--- src/rtl/fpu_pkg.sv ---
// rtl/fpu_pkg.sv - shared FPU constants and int-to-float FSM state encoding
package fpu_pkg;

    localparam int FP_BIAS     = 127;
    localparam int FP_EXP_W    = 8;
    localparam int FP_FRAC_W   = 23;
    // Biased exponent of a value whose leading one sits in bit 31 (127 + 31)
    localparam int FP_I2F_EXP0 = 158;

    typedef enum logic [1:0] {
        S_IDLE = 2'd0,
        S_NORM = 2'd1,
        S_DONE = 2'd2
    } i2f_state_e;

endpackage

--- src/rtl/fpu_i2f_round.sv ---
// rtl/fpu_i2f_round.sv - packs a normalised magnitude into a single-precision word; rounding under FPU_I2F_ROUND_EN
module fpu_i2f_round
    import fpu_pkg::*;
(
    input  logic [31:0]         mag_i,
    input  logic [FP_EXP_W-1:0] exp_i,
    input  logic                sign_i,
    output logic [31:0]         result_o
);

    logic [FP_FRAC_W-1:0] frac;
    logic                 inc;
    logic [FP_FRAC_W:0]   frac_sum;

    // Bit 31 is the hidden leading one and never reaches the result
    assign frac = mag_i[30:8];

`ifdef FPU_I2F_ROUND_EN
    logic guard;
    logic sticky;
    logic unused_hidden;

    assign guard         = mag_i[7];
    assign sticky        = |mag_i[6:0];
    assign unused_hidden = mag_i[31];
    // Round to nearest, ties to even
    assign inc           = guard & (sticky | frac[0]);
`else
    logic unused_bits;

    // Truncation toward zero: everything below the fraction is dropped
    assign unused_bits = mag_i[31] ^ (^mag_i[7:0]);
    assign inc         = 1'b0;
`endif

    assign frac_sum = {1'b0, frac} + {{FP_FRAC_W{1'b0}}, inc};

    // A carry out of the fraction leaves frac_sum[22:0] at zero and bumps the exponent
    assign result_o = {sign_i,
                       exp_i + {{(FP_EXP_W-1){1'b0}}, frac_sum[FP_FRAC_W]},
                       frac_sum[FP_FRAC_W-1:0]};

endmodule

--- src/rtl/fpu_int_to_float.sv ---
// rtl/fpu_int_to_float.sv - iterative 32-bit integer to IEEE-754 single converter; FPU_I2F_ROUND_EN selects round-to-nearest-even
module fpu_int_to_float
    import fpu_pkg::*;
#(
    parameter bit SIGNED_IN = 1'b1
) (
    input  logic        clk,
    input  logic        rst,
    input  logic        in_valid,
    output logic        in_ready,
    input  logic [31:0] A,
    output logic        out_valid,
    input  logic        out_ready,
    output logic [31:0] result,
    output logic        busy
);

    i2f_state_e          state_q;
    logic [31:0]         mag_q;
    logic [FP_EXP_W-1:0] exp_q;
    logic                sign_q;
    logic                out_valid_q;
    logic [31:0]         result_q;

    logic                a_sign;
    logic [31:0]         a_mag;
    logic [31:0]         rounded;

    // Operand sign and magnitude; -0x80000000 wraps back to 0x80000000, which is the right unsigned magnitude
    assign a_sign = SIGNED_IN & A[31];
    assign a_mag  = a_sign ? (~A + 32'd1) : A;

    assign in_ready  = (state_q == S_IDLE) & ~rst;
    assign out_valid = out_valid_q;
    assign result    = result_q;
    assign busy      = (state_q != S_IDLE);

    fpu_i2f_round u_round (
        .mag_i    (mag_q),
        .exp_i    (exp_q),
        .sign_i   (sign_q),
        .result_o (rounded)
    );

    // Conversion FSM: capture, shift-normalise one bit per clock, then hold the result until accepted
    always_ff @(posedge clk or posedge rst) begin
        if (rst) begin
            state_q     <= S_IDLE;
            mag_q       <= 32'd0;
            exp_q       <= '0;
            sign_q      <= 1'b0;
            out_valid_q <= 1'b0;
            result_q    <= 32'd0;
        end else begin
            case (state_q)
                S_IDLE: begin
                    if (in_valid) begin
                        sign_q <= a_sign;
                        mag_q  <= a_mag;
                        exp_q  <= FP_EXP_W'(FP_I2F_EXP0);
                        if (A == 32'd0) begin
                            result_q    <= 32'd0;
                            out_valid_q <= 1'b1;
                            state_q     <= S_DONE;
                        end else begin
                            state_q <= S_NORM;
                        end
                    end
                end
                S_NORM: begin
                    if (!mag_q[31]) begin
                        mag_q <= {mag_q[30:0], 1'b0};
                        exp_q <= exp_q - 1'b1;
                    end else begin
                        result_q    <= rounded;
                        out_valid_q <= 1'b1;
                        state_q     <= S_DONE;
                    end
                end
                S_DONE: begin
                    if (out_ready) begin
                        out_valid_q <= 1'b0;
                        state_q     <= S_IDLE;
                    end
                end
                default: begin
                    state_q     <= S_IDLE;
                    out_valid_q <= 1'b0;
                end
            endcase
        end
    end

endmodule

--- config.mk ---
export PLATFORM = sky130hd
export DESIGN_NAME = fpu_int_to_float
export DESIGN_NICKNAME = d
export VERILOG_FILES = /design/src/rtl/fpu_pkg.sv /design/src/rtl/fpu_i2f_round.sv /design/src/rtl/fpu_int_to_float.sv
export SDC_FILE = /design/constraint.sdc
export NUM_CORES = 1
export LEC_CHECK = 0
export BUFFER_PORTS_ARGS = -buffer_cell sky130_fd_sc_hd__buf_2
export CORE_MARGIN = 3
export CORE_UTILIZATION = 48
export DETAILED_ROUTE_END_ITERATION = 10
export PLACE_DENSITY = 0.7
export SLEW_MARGIN = 0
export SYNTH_ARGS = -nofsm -noshare
export SYNTH_HDL_FRONTEND = slang
export SYNTH_SLANG_ARGS = --single-unit
export TNS_END_PERCENT = 5
--- constraint.sdc ---
create_clock -name clk -period 3.4 [get_ports clk]
set_input_delay 0.68 -clock clk [delete_from_list [all_inputs] [get_ports clk]]
set_output_delay 0.68 -clock clk [all_outputs]
set_load 0.005 [all_outputs]
Word-level counts from Yosys, hierarchy flattened
Index checks and enable logic that the tools add are counted.
{"block": "totals", "input_bits": 36, "out_inout_bits": 35, "regBits": 76, "wordCells": 50}
{"block": "classes", "muxes": 21, "n_addsub": 2, "n_eq_ne": 7, "reduce_logical": 10, "n_bitwise": 3}
{"operator": "32-bit two-way mux", "count": 6}
{"operator": "32-bit one-hot mux with 2 select lines", "count": 2}
{"operator": "32-bit by 1-bit adder with 32-bit output, second input constant", "count": 1}
{"operator": "32-bit zero test", "count": 1}
{"operator": "32-bit NOT", "count": 1}
{"operator": "8-bit two-way mux", "count": 2}
{"operator": "8-bit one-hot mux with 2 select lines", "count": 1}
{"operator": "2-bit two-way mux", "count": 4}
{"operator": "2-bit inequality test, second input constant", "count": 4}
{"operator": "4-bit AND reduction", "count": 2}
{"operator": "8-bit by 1-bit subtractor with 8-bit output, second input constant", "count": 1}
{"operator": "2-bit one-hot mux with 3 select lines", "count": 1}
{"operator": "3-bit AND reduction", "count": 2}
{"operator": "1-bit two-way mux", "count": 4}
{"operator": "2-bit AND reduction", "count": 2}
{"operator": "2-bit nonzero test", "count": 2}
{"operator": "1-bit one-hot mux with 3 select lines", "count": 1}
{"operator": "2-bit by 1-bit == test with 1-bit output, second input constant", "count": 1}
{"operator": "2-bit == test, second input constant", "count": 1}
{"operator": "2-bit zero test", "count": 1}
{"operator": "2-bit by 1-bit inequality test with 1-bit output, second input constant", "count": 1}
{"operator": "1-bit bitwise AND", "count": 1}
{"operator": "1-bit NOT", "count": 1}

Longest topological paths before layout
{"block": "depth", "depth_word": 5, "ltp_mapped": 9, "ltp_nobuf": 7}

By module
A second synthesis with hierarchy kept.
{"block": "unflattened", "cells_unflattened": 486, "hier_area_um2": 4311.6}
{"mod": "fpu_int_to_float", "cells_per_inst": 454, "area_each_um2": 4071.4, "seq_area_each_um2": 1901.8, "n_inst": 1}
{"mod": "fpu_i2f_round", "cells_per_inst": 32, "area_each_um2": 240.2, "seq_area_each_um2": 0.0, "n_inst": 1}

Worst setup path after synthesis
OpenSTA, ideal clock, no wires.
{"block": "synth_path", "kind": "input port to flip-flop", "start": "input A[0]", "end": "register mag_q[18]", "slack_ps": 963, "cell_stages": 7, "path_buffers": 0, "required_ps": 3274, "setup_ps": 126, "arrival_time_ps": 2311, "path_cell_list": "inv_1 -> ha_1 -> or3b_2 -> or3_4 -> nor4_2 -> nor3_1 -> a311o_1"}
{"block": "synth_between", "elab_chain_cells": 5}
{"element": "start: declaration", "line": "fpu_int_to_float.sv:11", "text": "input logic [31:0] A,"}
{"element": "32-bit NOT", "line": "fpu_int_to_float.sv:31", "text": "assign a_mag = a_sign ? (~A + 32'd1) : A;"}
{"element": "32-bit by 1-bit adder with 32-bit output", "line": "fpu_int_to_float.sv:31"}
{"element": "32-bit two-way mux", "line": "fpu_int_to_float.sv:31"}
{"element": "32-bit two-way mux", "line": "fpu_int_to_float.sv:57", "text": "if (in_valid) begin"}
{"element": "32-bit one-hot mux with 2 select lines", "line": "fpu_int_to_float.sv:55", "text": "case (state_q)"}
{"element": "end signal: assignment", "line": "fpu_int_to_float.sv:59", "text": "mag_q <= a_mag;"}
{"element": "end signal: assignment", "line": "fpu_int_to_float.sv:72", "text": "mag_q <= {mag_q[30:0], 1'b0};"}
{"element": "end: declaration", "line": "fpu_int_to_float.sv:19", "text": "logic [31:0] mag_q;"}
No other way between the ends. The select of a mux whose other input is x is not followed.
A chain may end at the register's enable or synchronous reset.

Worst setup path after layout
{"block": "layout_path", "start": "input A[0]", "end": "register result_q[24], in the netlist result[24]"}
{"block": "layout_between", "elab_chain_cells": 3}
{"element": "32-bit zero test", "line": "fpu_int_to_float.sv:61", "text": "if (A == 32'd0) begin"}
{"element": "2-bit by 1-bit inequality test with 1-bit output (no line)"}
{"element": "4-bit AND reduction (no line)"}
{"element": "end signal: assignment", "line": "fpu_int_to_float.sv:75", "text": "result_q <= rounded;"}
{"element": "end: declaration", "line": "fpu_int_to_float.sv:23", "text": "logic [31:0] result_q;"}
No other way between the ends.

==> impl_metrics.toml <==
[floorplan]
die_area_mm2 = 0.0101
start_util = 0.508
core_mm2 = 0.00842
die-width_um = 100
die_h_um = 100
ios = 71
rows = 33

[global_route]
grt_start_max_net_pins = 77
track_usage = 0.227
busiest_layer = "met2"
grt_first_pass_wirelength_um = 18100
grtUsageMet3 = 0.0341
antenna_found_initial = 0
met1_usage = 0.337
grt-ovfl-total = 0
use_met2 = 0.338
grt_pass1_vias = 3518

[timing]
worst_pin_slew_ps = 943
rsz0062_at_grt = "no"
worst_clock_skew_ps = 6.26
finalMaxSlewViolations = 0
setup_viol = 0
worst_hold_slack_ps = 502
layout_min_cycle_time_ps = 2520
finalHoldViolations = 0
finalCritPeriodShare = 0.742
timing.fmax_ghz = 0.397
worst_slack_ps = 878
finalSetupTns_ps = 0
timing.slew.headroom = 0.371

[synthesis]
synthTopCellsByCount = "nand2_1, dfrtp_1, nor2_1, o21ai_0, o21ai_2"
syn_area_per_cell_um2 = 9.32
synth_edf_count = 0
syn-num-nets = 497
synth_top_cell_area_share = 0.444
synth_top_area_cell = "dfrtp_1"
ys.flop_type = "dfrtp_1"
syn_area_mm2 = 0.00428
ys_warn_count = 0
synth-async-reset-ratio = 1.00
ys_top_cells_by_area = "dfrtp_1, nand2_1, o21ai_2"
synth.most_common_cell = "nand2_1"
seq_area_frac_synth = 0.444
yosysUniqueCellTypes = 65
synth-seq-cells = 76
synthCells = 459

[route]
drt_iter0_drc = 233
drc = 0
viasPerCell = 5.83
routedWlPerCell_um = 17.2
vias = 3668
routed_wl_um = 10800
firstDrtPassIters = 5
antenna_left = 0

[setup_path]
slowest_stage = "nor3b_1"
required_ps = 3610
path_buf_inv = 3
start_kind = "input pin"
max_stage_delay_ps = 420
crit_chain = "buf_2 -> inv_1 -> ha_1 -> nor3b_1 -> nand2_1 -> nor3_1 -> and3_2 -> buf_12 -> o22ai_1"
cp.arrival_ps = 2730
path_delay_family = "simple AND/OR/NAND/NOR gates"
critical_path_class = "in -> reg"
cp_max_fo = 29
end_kind = "flip-flop"

[layout]
final_area_mm2 = 0.00493
instances_no_fill = 629
fin_util = 0.586
diodes = 0
finalNetCount = 558
area_delta_synth_final_pct = 15.3
drive_above_1_share = 0.284
seq_area_mm2 = 0.00190
fill_cells = 770
multi_input_area_mm2 = 0.00218

[placed_design]
place_ws_ps = 550
place_area_mm2 = 0.00467
hpwl_um = 7480
gp_congestion = 0.880
place_inst = 614
portBuffers = 70

[clock_network]
cts_hold_buffers = 0
cts.htree.levels = 3
numCtsBuffers = 9
cts_root_buffer = "clkbuf_8"
cts_setup_buffers = 0
cts.clk_slew.worst_paths_ps = 80
cts_tree = "built"
cts_sinks = 76
clock_latency_ps = 350
ctsResizeCount = 0
clockBufferDepth = 2

[flow_run]
maxCapViolations = 0

[power]
power_density_mw_per_mm2 = 828
power.leakage_nw = 2.17
power_mw = 4.09
ir_worst_vdd_mv = 0.352

[hold_path]
min_path_type = "reg -> reg"

[outcome]
outcome = "finished, final reports clean"
==> registers in the layout (all words and copies together), names as in the netlist <==
register,count
exp_q,8
mag_q,32
out_valid,1
result,32
sign_q,1
state_q,2
==> worst register-to-register path, delay by kind of cell, from the launching register on <==
family / cells / cell delay [ps]
flip-flops: 1 / 540
AO/OA/AOI/OAI: 1 / 120
AND/OR/NAND/NOR: 3 / 970
buffers and inverters: 2 / 420
==> report_power, final <==
part           switching [mW]  total, mW  internal [mW]  leakage (nW)
clock network           0.348      0.908          0.560         0.129
registers               0.310       1.62           1.31         0.908
logic                   0.876       1.56          0.680          1.13
==> metal layers <==
layer  vias to the layer above  part of all wire
met3                        10             0.070
li1                       1770                 -
met4                         0             0.011
met5                         -                 0
met1                      1732              0.46
met2                       156              0.46
==> layout make-up <==
class                      count  area share
timing repair buffer          79      0.0872
clock buffer                   9      0.0251
inverter                       8     0.00609
clock inverter                 6      0.0279
tap                          105      0.0266
multi-input combinational    346       0.442
sequential                    76       0.385
==> path summary, 6_finish.rpt <==
kind | startpoint | end | slack (ps) | cells past startpoint
min reg2reg | mag_q[0]$_DFFE_PP0P_ | mag_q[0]$_DFFE_PP0P_ | 500 | 2
min in group asynchronous | rst | result[31]$_DFFE_PP0P_ | 630 | 3
max in group asynchronous | rst | result[3]$_DFFE_PP0P_ | 2170 | 3
min | mag_q[0]$_DFFE_PP0P_ | mag_q[0]$_DFFE_PP0P_ | 500 | 2
max reg2reg | state_q[1]$_DFFE_PP0P_ | result[24]$_DFFE_PP0P_ | 1210 | 6
max | A[0] | result[24]$_DFFE_PP0P_ | 880 | 9
==> cell families (layout without fill, tap and decap cells) <==
family	after synthesis	count (layout)	synth area share
muxes	5	5	0.0117
buffers and inverters	37	102	0.0474
adders and majority gates	2	2	0.00585
xor gates and xnor gates	22	22	0.0450
and+or+nand+nor	188	188	0.230
AOI/OAI and AO/OA	129	129	0.216
DFF	76	76	0.444
==> placed cells by master, fill, tap and decap left out, drive strengths merged, types with 5 or more instances in the layout <==
cell type / n
a22oi: 10
o41ai: 6
o31ai: 8
nor3: 9
xnor2: 9
dfrtp: 76
nand4: 5
xor2: 13
o22ai: 6
nor4: 7
inv: 7
mux2i: 5
or2: 5
o21ai: 62
and3: 6
or4: 7
clkbuf: 9
a21oi: 14
nor2: 35
or3: 6
buf: 79
nand2: 89
nand3: 6
Power figures use the tool's default switching activity.
